**src/rtl/geig_stack_serializer.sv**
```systemverilog
// geig_stack_serializer
//   Detects each new 48-bit Geiger data stack, buffers one stack and sends it
//   to the flight computer as a UART byte stream (1 start, 8 data LSB first,
//   1 stop), id byte first, counts high byte last.
//
//   Optional feature macro: GEIG_SER_CHECKSUM_EN
//     defined   -> a 7th byte (XOR of bytes 0..5) is appended to every frame
//     undefined -> 6-byte frames, no checksum logic
//
// Parameters
//   CLKS_PER_BIT  clock cycles per UART bit (2..1023), default 10
// Ports
//   CLK_100KHZ    in   system clock, rising edge
//   RESET         in   asynchronous active-low reset
//   G_DATA_STACK  in   {counts[47:32], timestamp[31:8], id[7:0]}, slow domain
//   TX            out  UART serial line, idle high
//   BUSY          out  high while a frame is being shifted out
//   DROP          out  sticky: a buffered, unsent stack was overwritten
module geig_stack_serializer #(
  parameter int CLKS_PER_BIT = 10
) (
  input  logic        CLK_100KHZ,
  input  logic        RESET,
  input  logic [47:0] G_DATA_STACK,
  output logic        TX,
  output logic        BUSY,
  output logic        DROP
);

`ifdef GEIG_SER_CHECKSUM_EN
  localparam int NBYTES = 7;
`else
  localparam int NBYTES = 6;
`endif
  localparam int FW    = 8 * NBYTES;
  localparam int CNT_W = (CLKS_PER_BIT > 1) ? $clog2(CLKS_PER_BIT) : 1;
  localparam logic [CNT_W-1:0] CNT_MAX = CNT_W'(CLKS_PER_BIT - 1);
  localparam logic [2:0]       LAST    = 3'(NBYTES - 1);

  typedef enum logic [2:0] {S_IDLE, S_START, S_DATA, S_STOP, S_NEXT} state_e;

  // capture / buffer
  logic [47:0] s1_q, s2_q, last_q, pend_q;
  logic        pend_v_q, pend_v_d;
  logic        drop_q, drop_d;
  logic        accept;
  logic        consume;

  // serializer
  state_e          state_q, state_d;
  logic [CNT_W-1:0] cnt_q, cnt_d;
  logic [2:0]      bit_q, bit_d;
  logic [2:0]      byte_q, byte_d;
  logic [FW-1:0]   shreg_q, shreg_d;
  logic [FW-1:0]   frame_load;

`ifdef GEIG_SER_CHECKSUM_EN
  logic [7:0] csum;
  always_comb begin
    csum = '0;
    for (int k = 0; k < 6; k++) csum = csum ^ pend_q[8*k +: 8];
  end
  assign frame_load = {csum, pend_q};
`else
  assign frame_load = pend_q;
`endif

  // Two equal consecutive samples filter out values smeared across the
  // domain crossing; all-zero is the upstream reset value and never sent.
  assign accept = (s1_q == s2_q) && (s2_q != last_q) && (s2_q != 48'h0);

  // The FSM consumes the buffer before a simultaneous new stack lands, so
  // that case is not an overwrite.
  always_comb begin
    pend_v_d = pend_v_q;
    drop_d   = drop_q;
    if (consume) pend_v_d = 1'b0;
    if (accept) begin
      pend_v_d = 1'b1;
      if (pend_v_q && !consume) drop_d = 1'b1;
    end
  end

  always_ff @(posedge CLK_100KHZ or negedge RESET) begin
    if (!RESET) begin
      s1_q     <= '0;
      s2_q     <= '0;
      last_q   <= '0;
      pend_q   <= '0;
      pend_v_q <= 1'b0;
      drop_q   <= 1'b0;
    end else begin
      s1_q     <= G_DATA_STACK;
      s2_q     <= s1_q;
      pend_v_q <= pend_v_d;
      drop_q   <= drop_d;
      if (accept) begin
        pend_q <= s2_q;
        last_q <= s2_q;
      end
    end
  end

  always_ff @(posedge CLK_100KHZ or negedge RESET) begin
    if (!RESET) begin
      state_q <= S_IDLE;
      cnt_q   <= '0;
      bit_q   <= '0;
      byte_q  <= '0;
      shreg_q <= '0;
    end else begin
      state_q <= state_d;
      cnt_q   <= cnt_d;
      bit_q   <= bit_d;
      byte_q  <= byte_d;
      shreg_q <= shreg_d;
    end
  end

  // The shift register moves one bit per data bit, so after 8 bits the next
  // byte already sits at the bottom.
  always_comb begin
    state_d = state_q;
    cnt_d   = cnt_q;
    bit_d   = bit_q;
    byte_d  = byte_q;
    shreg_d = shreg_q;
    consume = 1'b0;
    case (state_q)
      S_IDLE: begin
        if (pend_v_q) begin
          consume = 1'b1;
          shreg_d = frame_load;
          byte_d  = '0;
          cnt_d   = CNT_MAX;
          state_d = S_START;
        end
      end
      S_START: begin
        if (cnt_q == '0) begin
          cnt_d   = CNT_MAX;
          bit_d   = '0;
          state_d = S_DATA;
        end else cnt_d = cnt_q - 1'b1;
      end
      S_DATA: begin
        if (cnt_q == '0) begin
          cnt_d   = CNT_MAX;
          shreg_d = shreg_q >> 1;
          if (bit_q == 3'd7) state_d = S_STOP;
          else bit_d = bit_q + 1'b1;
        end else cnt_d = cnt_q - 1'b1;
      end
      S_STOP: begin
        if (cnt_q == '0) state_d = S_NEXT;
        else cnt_d = cnt_q - 1'b1;
      end
      S_NEXT: begin
        // single TX-high cycle between bytes; no extra idle gap
        if (byte_q == LAST) state_d = S_IDLE;
        else begin
          byte_d  = byte_q + 1'b1;
          cnt_d   = CNT_MAX;
          state_d = S_START;
        end
      end
      default: state_d = S_IDLE;
    endcase
  end

  // Decoded from state so reset forces the line high asynchronously.
  assign TX   = (state_q == S_START) ? 1'b0 :
                (state_q == S_DATA)  ? shreg_q[0] : 1'b1;
  assign BUSY = (state_q != S_IDLE);
  assign DROP = drop_q;

endmodule

```
**config.mk**
```make
export PLATFORM = sky130hd
export DESIGN_NAME = geig_stack_serializer
export DESIGN_NICKNAME = d
export VERILOG_FILES = /design/src/rtl/geig_stack_serializer.sv
export SDC_FILE = /design/constraint.sdc
export NUM_CORES = 1
export LEC_CHECK = 0
export ABC_AREA = 1
export BUFFER_PORTS_ARGS = -buffer_cell sky130_fd_sc_hd__buf_2
export CAP_MARGIN = 30
export CORE_ASPECT_RATIO = 1.5
export CORE_MARGIN = 2
export CORE_UTILIZATION = 39
export DETAILED_ROUTE_END_ITERATION = 10
export GPL_ROUTABILITY_DRIVEN = 0
export SKIP_CTS_REPAIR_TIMING = 1
export SYNTH_ARGS = -nofsm -noshare
export SYNTH_HDL_FRONTEND = slang
export SYNTH_SLANG_ARGS = --single-unit
```
**constraint.sdc**
```tcl
create_clock -name CLK_100KHZ -period 2.2 [get_ports CLK_100KHZ]
set_input_delay 0.11 -clock CLK_100KHZ [delete_from_list [all_inputs] [get_ports CLK_100KHZ]]
set_output_delay 0.11 -clock CLK_100KHZ [all_outputs]
set_load 0.01 [all_outputs]
```
# Yosys cells after proc, flatten, opt, wreduce, memory -nomap -nowiden

Index checks and enable logic that the tools add are counted.

Reductions and logical operators: 20
$add $sub $neg: 3
Div/mod/pow operators: 0
Bitwise logic cells: 0
Mux-type cells: 28
$lt $le $gt $ge: 0
$mul: 0
Equal/unequal tests: 16
Shift operators: 0

Operator list:

| operator              | count |
|---|---|
| $mux W48              | 2 |
| $pmux W48 S2          | 1 |
| $eq A48 B48 Y1        | 1 |
| $ne A48 B48 Y1        | 1 |
| $reduce_bool A48 Y1   | 1 |
| $mux W3               | 10 |
| $mux W4               | 4 |
| $ne A2 B2 Y1 const B  | 8 |
| $pmux W4 S4           | 1 |
| $pmux W3 S5           | 1 |
| $pmux W3 S2           | 2 |
| $eq A3 B3 Y1 const B  | 3 |
| $reduce_and A4 Y1     | 2 |
| $reduce_bool A2 Y1    | 4 |
| $mux W1               | 7 |
| $add A3 B1 Y3 const B | 2 |
| $eq A3 B2 Y1 const B  | 2 |
| $reduce_and A3 Y1     | 2 |
| $reduce_and A5 Y1     | 1 |
| $logic_not A4 Y1      | 1 |
| $reduce_bool A4 Y1    | 1 |
| $sub A4 B1 Y4 const B | 1 |
| $eq A3 B1 Y1 const B  | 1 |
| $logic_and A1 B1 Y1   | 3 |
| other kinds (5)       | 5 |

Bits in latches: 0
Logic and storage cells: 77
Memories kept: 0
Memory bits (read-only): 0
Bits of input ports: 50
Register bits after elaboration: 207
Bits in writable memories: 0

# Logic depth before layout (Yosys ltp)

Gate-level depths: netlist of run 1.

Word-level depth: 5
Gate-level depth with buffers: 15

# Least setup slack after synthesis of run 1

OpenSTA, ideal clock, no wires.

Kind: reg-to-reg
Start: register s2_q[33]
End: register pend_q[43], in the netlist frame_load[43]
Data arrival time: 1.518 ns
Setup slack: 0.565 ns
Stages on the path, launching flop included: 14
Buffers on the path: 3
Path through: dfrtp_1 > buf_2 > xnor2_1 > nand2_1 > nor2_1 > nand2_1 > nor2_1 > nand2_1 > nor2_4 > nand2_2 > buf_6 > buf_6 > nand2_1 > nand2_1

Word-level cells in the longest chain between the ends: 3
Elaborated cells between the ends (all ways): 5
Classes of those cells: eq/ne: 2; reduce/logical: 3

Ends and longest elaborated chain:

| what                                                    | RTL line | RTL |
|---|---|---|
| start: declaration                                      | 43       | `logic [47:0] s1_q, s2_q, last_q, pend_q;` |
| start signal: assignment                                | 94       | `s2_q <= s1_q;` |
| $eq A48 B48 Y1 / $ne A48 B48 Y1 (equally long branches) | 70       | `assign accept = (s1_q == s2_q) && (s2_q != last_q) && (s2_q != 48'h0);` |
| $logic_and A1 B1 Y1                                     | 70       |  |
| $logic_and A1 B1 Y1 (*)                                 | 70       |  |
| end signal: assignment                                  | 98       | `pend_q <= s2_q;` |
| end: declaration                                        | 43       |  |

Mark *: on every way between the ends. The rest lies on a longest branch, timed or not.
A chain may end at the register's enable or synchronous reset.

# Final worst setup path of run 1

Start: register s2_q[4]
End: register pend_q[31], in the netlist frame_load[31]

Same word-level chain as after synthesis.

==> metrics.cfg, run 1 <==
[outcome]
status = completed

[critical_path]
crit_type = reg -> reg
crit_fanout = 15
critical_path_arrival_ps = 2330
cp.required_ps = 2650
endpoint_kind = register
startpoint_type = register

[layout]
drive_above_1_share_pct = 10.5
antenna_cells = 0
seqCellArea_sq_um = 5180
nets = 1190
multi_input_area_sq_um = 3450
final_area_sq_um = 11100
nFillCells = 2255
fin_util_pct = 47.9
syn2layout_area_growth_pct = 20.2

[sta]
finalMaxSlewViolations = 0
report.final.hold_viol_count = 0
clock_skew_ps = 11.4
rsz0062_at_grt = no
setup_tns_ps = 0
period_needed_ps = 1880
worst_pin_slew_ps = 378
slew_headroom_pct = 74.6
fmax_mhz = 531
hold_ws_ps = 107
post-route-period-util_pct = 85.6
finalSetupViolCount = 0

[global_routing]
top_usage_layer = met2
grt_overflow = 0
grtUsageMet1_pct = 21.1
grt_usage_pct = 16.7
grt.met3_usage_pct = 2.11
grt_pass1_wl_um = 33100
grt_start_max_net_pins = 67
antenna_found_initial = 0
grt_pass1_vias = 6536
grt_util_met2_pct = 30.0

[cts]
cts_tree = yes
cts.htree.levels = 1
numCtsBuffers = 22
clk_pin_slew_ps = 70
cts.sinks = 207
clock_latency_ps = 510
clockBufferDepth = 3
root_buffer = clkbuf_16

[power_and_ir_drop]
p_per_area_nw_per_um2 = 727
p_leak_uw = 0.00509
p_total_uw = 8060
p_int_uw = 6090
clock_power_share_pct = 44.7
ir_worst_vdd_mv = 0.718
seq_power_share_pct = 49.7
swShare_pct = 24.4
p_sw_uw = 1970
p_comb_share_pct = 5.6

[synth]
ys_seq_area_share_pct = 56.2
ys_ff_latch = 207
ys.flop_type = dfrtp_1
yosysUniqueCellTypes = 32
synth_edf_count = 0
synth.cell_area_sq_um = 9220
synthCells = 1032
avgSynthCellArea_sq_um = 8.94
async_reset_ff_share_pct = 100
yosys_warnings = 0
synth.net_count = 1088

[drt]
ant_nets = 0
firstDrtPassIters = 7
drcViolationCount = 0
drt-total-wl_um = 20400
viasPerCell = 4.62
wl_per_cell_um = 14.0
drt_iter0_drc = 393
vias = 6774

[placed_design]
port_buffers = 52
post_dp_cell_area_sq_um = 9890
hpwl_um = 13900

[hold_path]
min_path_type = in -> async

[floorplanning]
die_area_sq_um = 24900
num_rows = 68
start_util_pct = 39.9
die_width_um = 130
fp.dieH_um = 192
io_pins = 53
core-area_sq_um = 23100

[run]
cap_violations = 0

## flip-flops by register name, indices dropped and copies added, names as in the netlist
signal,cells
s2_q,48
cnt_q,4
frame_load,48
s1_q,48
DROP,1
state_q,3
pend_v_q,1
byte_q,3
bit_q,3
shreg_q,48
## critical path, cell delays in order, from the launching register on
cell	delay (ps)
dfrtp_1	440
xnor2_1	330
nand2_1	90
nor2_1	140
nand2_1	60
nor2_1	100
nand2_1	100
nor2_4	120
buf_4	240
nand3_1	110
nand2_1	80
## through the flow
step	setup slack, ps	std cells
after floorplan	565	1032
after global placement	348	1376
after detailed placement	335	1376
after CTS	313	1416
after global routing	115	1465
final	318	1465
## cells in the mapped netlist (3+ instances only)
| cell | n | area [sq um] |
|---|---|---|
| a21oi_1 | 5 | 25.0 |
| buf_2 | 19 | 95.1 |
| buf_4 | 3 | 22.5 |
| buf_6 | 5 | 56.3 |
| clkbuf_1 | 13 | 48.8 |
| dfrtp_1 | 207 | 5180 |
| ha_1 | 6 | 75.1 |
| inv_1 | 96 | 360 |
| inv_2 | 6 | 22.5 |
| nand2_1 | 315 | 1180 |
| nand3_1 | 69 | 345 |
| nor2_1 | 84 | 315 |
| o211ai_1 | 45 | 338 |
| o21ai_0 | 12 | 60.1 |
| o21ai_1 | 42 | 210 |
| xnor2_1 | 77 | 674 |
| xor2_1 | 8 | 70.1 |
## metal layers
| metal | routed length (um) | up-vias |
|---|---|---|
| li1 | - | 3451 |
| met1 | 9000 | 3206 |
| met2 | 10500 | 90 |
| met3 | 553 | 27 |
| met4 | 376 | 0 |
| met5 | 0 | - |
## final timing paths
check / start / to / slack, ps / depth (start not counted)
setup / recovery: s2_q[4] / frame_load[31] / 320 / 10
hold / removal: RESET / shreg_q[39] / 110 / 2
setup reg to reg: s2_q[4] / frame_load[31] / 320 / 10
hold reg to reg: s1_q[15] / s2_q[15] / 390 / 0
max in group asynchronous: RESET / frame_load[12] / 1410 / 3
min in group CLK_100KHZ: G_DATA_STACK[24] / s1_q[24] / 240 / 2
## power groups by stage
| stage | Combinational [uW] | Clock, uW | Sequential (uW) |
|---|---|---|---|
| 2_1_floorplan | 213 | 0 | 4040 |
| 3_3_place_gp | 393 | 0 | 4080 |
| 3_5_place_dp | 394 | 0 | 4080 |
| 4_1_cts | 396 | 3700 | 4010 |
| 5_1_grt | 512 | 3850 | 4020 |
| 6_report | 451 | 3600 | 4010 |
## cell families (layout without fill, tap and decap cells)
logic type / after synthesis / in the layout / synth area share (%)
AOI/OAI and AO/OA: 109 / 109 / 7.26
xor gates and xnor gates: 85 / 85 / 8.07
adders and majority gates: 6 / 6 / 0.814
buffers and inverters: 142 / 260 / 6.57
DFF: 207 / 207 / 56.2
and+or+nand+nor: 483 / 483 / 21.1
## cell type report
cell class | count | area share [%]
inverter | 102 | 3.45
timing repair buffer | 118 | 8.79
sequential | 207 | 46.7
clock inverter | 16 | 1.09
clock buffer | 24 | 5.31
multi-input combinational | 683 | 31.1
tap | 315 | 3.55
## cells in the final DEF, fill, tap and decap left out, types with 4 or more instances in the layout
cell type | netlist | layout
a21oi_1 | 5 | 5
buf_12 | 0 | 7
buf_2 | 19 | 51
buf_4 | 3 | 10
clkbuf_16 | 0 | 23
clkinv_2 | 0 | 4
clkinv_4 | 0 | 4
clkinvlp_4 | 0 | 5
dfrtp_1 | 207 | 207
dlygate4sd3_1 | 0 | 49
ha_1 | 6 | 6
inv_1 | 96 | 96
inv_2 | 6 | 6
nand2_1 | 315 | 315
nand3_1 | 69 | 69
nor2_1 | 84 | 84
o211ai_1 | 45 | 45
o21ai_0 | 12 | 12
o21ai_1 | 42 | 42
xnor2_1 | 77 | 77
xor2_1 | 8 | 8
(Power assumes the default switching activity.)
==> run 2, diff against run 1 <==
Settings changed: ABC_CLOCK_PERIOD_IN_PS set to 2200, CTS_BUF_LIST set to sky130_fd_sc_hd__clkbuf_8.
==> run 2 against run 1 <==
  * Sequential power is essentially flat
  * Final cell count grew 1.6%
  * Clock skew grew 8.8 ps
  * Via count grew 0.69%
  * Clock-buffer cell count grew 17
  * Setup slack gained 4.0 ps
  * Maximum frequency grew 0.21%
  * Wire length grew 0.59%
  * Critical path type unchanged
  * Largest cell class unchanged
  * Largest power group unchanged
  * Highest routed layer unchanged
==> metrics.cfg, run 2 (same netlist as run 1, synthesis figures left out) <==
[power_and_ir_drop]
p_per_area_nw_per_um2 = 727
p_total_uw = 8080
ir_worst_vdd_mv = 0.554
p_leak_uw = 0.00517

[critical_path]
rr_worst_depth = 11
worstPathCellList = xnor2_1, nand2_1, nor2_1, nand2_1, nor2_1, nand2_1, nor2_4, nand2_2, buf_4, nand2_1, nand2_1
worstReg2RegEnd = frame_load[44]
cp.required_ps = 2610
cpMaxStageDelayCell = dfrtp_1
crit_fanout = 17
startpoint_type = register
r2r_start = s2_q[14]
crit_type = reg -> reg
slowest_delay_ps = 430
critical_path_arrival_ps = 2290
rrSetupSlack_ps = 320
crit_path_frequent_cell = nand2_1
endpoint_kind = register

[global_routing]
grtUsageMet1_pct = 21.2
grt_start_max_net_pins = 67
grt_pass1_vias = 6712
grt_usage_pct = 17.1
antenna_found_initial = 0
grt.met3_usage_pct = 3.02
grt_util_met2_pct = 29.4
top_usage_layer = met2
grt_overflow = 0
grt_pass1_wl_um = 33600

[floorplanning]
fp.dieH_um = 192
start_util_pct = 39.9
die_width_um = 130
io_pins = 53
core-area_sq_um = 23100
num_rows = 68
die_area_sq_um = 24900

[drt]
drt_iter0_drc = 435
viasPerCell = 4.58
firstDrtPassIters = 4
wl_per_cell_um = 13.8
drt-total-wl_um = 20600
vias = 6821
ant_nets = 0
drcViolationCount = 0

[cts]
numCtsBuffers = 35
root_buffer = clkbuf_8
clk_pin_slew_ps = 60
clock_latency_ps = 530
clockBufferDepth = 3
cts_tree = yes
cts.sinks = 207
cts.htree.levels = 2

[layout]
final_area_sq_um = 11100
multi_input_area_sq_um = 3450
nets = 1203
final_cell_mix = 315 x nand2_1, 207 x dfrtp_1, 108 x inv_1
syn2layout_area_growth_pct = 20.5
seqCellArea_sq_um = 5180
layout_commonest_cell = nand2_1
drive_above_1_share_pct = 11.3
antenna_cells = 0
nFillCells = 2274

[hold_path]
min_path_type = in -> async

[sta]
rsz0062_at_grt = no
period_needed_ps = 1880
worst_pin_slew_ps = 394
setup_tns_ps = 0
finalSetupViolCount = 0
post-route-period-util_pct = 85.4
finalMaxSlewViolations = 0
clock_skew_ps = 20.2
fmax_mhz = 532
slew_headroom_pct = 73.7
report.final.hold_viol_count = 0

[run]
cap_violations = 0

[placed_design]
port_buffers = 52
hpwl_um = 13900
post_dp_cell_area_sq_um = 9890

[outcome]
status = completed

==> run 2: cell types whose count changed in the layout (fill, tap and decap cells not counted) <==
cell,previous run,this run
inv_6,2,1
inv_8,1,0
clkbuf_8,2,42
inv_1,96,108
clkinv_2,4,5
clkbuf_16,23,0
clkinv_4,4,0
clkinvlp_4,5,1
bufinv_16,0,3
==> run 2: layout make-up <==
type / count / area share [%]
Multi-Input combinational cell: 683 / 31.0
Tap cell: 315 / 3.54
Inverter: 102 / 3.44
Sequential cell: 207 / 46.6
Timing Repair Buffer: 118 / 8.77
Clock buffer: 41 / 5.08
Clock inverter: 22 / 1.59
==> run 2: critical path: cells and delay by family (launching register included) <==
family                    cells  cell delay, ps
buffers and inverters         1             210
and+or+nand+nor               9             820
DFF                           1             430
xor gates and xnor gates      1             310
==> run 2: where the power goes <==
part / switching [uW] / internal (uW)
Clock: 1560 / 2060
Combinational: 234 / 217
Sequential: 112 / 3900
Total: 1910 / 6180
==> run 2: how the worst max path moves through the flow <==
stage                        start        endpoint  slack, ps  cells past startpoint
after floorplan           s2_q[33]  frame_load[43]        570                     13
after global placement    s2_q[14]   frame_load[1]        350                     11
after detailed placement  s2_q[14]  frame_load[35]        330                     11
after CTS                 s2_q[14]  frame_load[35]        300                     11
after global routing      s2_q[14]  frame_load[35]        100                     11
final                     s2_q[14]  frame_load[44]        320                     11
==> run 2: per-layer routing <==
layer,vias up,routed length (um)
met5,-,0
met4,0,601
met3,44,649
met2,102,10400
met1,3191,8950
li1,3484,-
==> run 2: through the flow <==
step | setup WS [ps] | std cells | hold slack (ps) | utilization (%)
after floorplan | 565 | 1032 | -186 | -
after global placement | 348 | 1376 | 80.9 | 42.7
after detailed placement | 335 | 1376 | 83.1 | 42.7
after CTS | 298 | 1439 | -482 | 45.9
after global routing | 98.8 | 1488 | 102 | 48.0
final | 322 | 1488 | 101 | 48.0
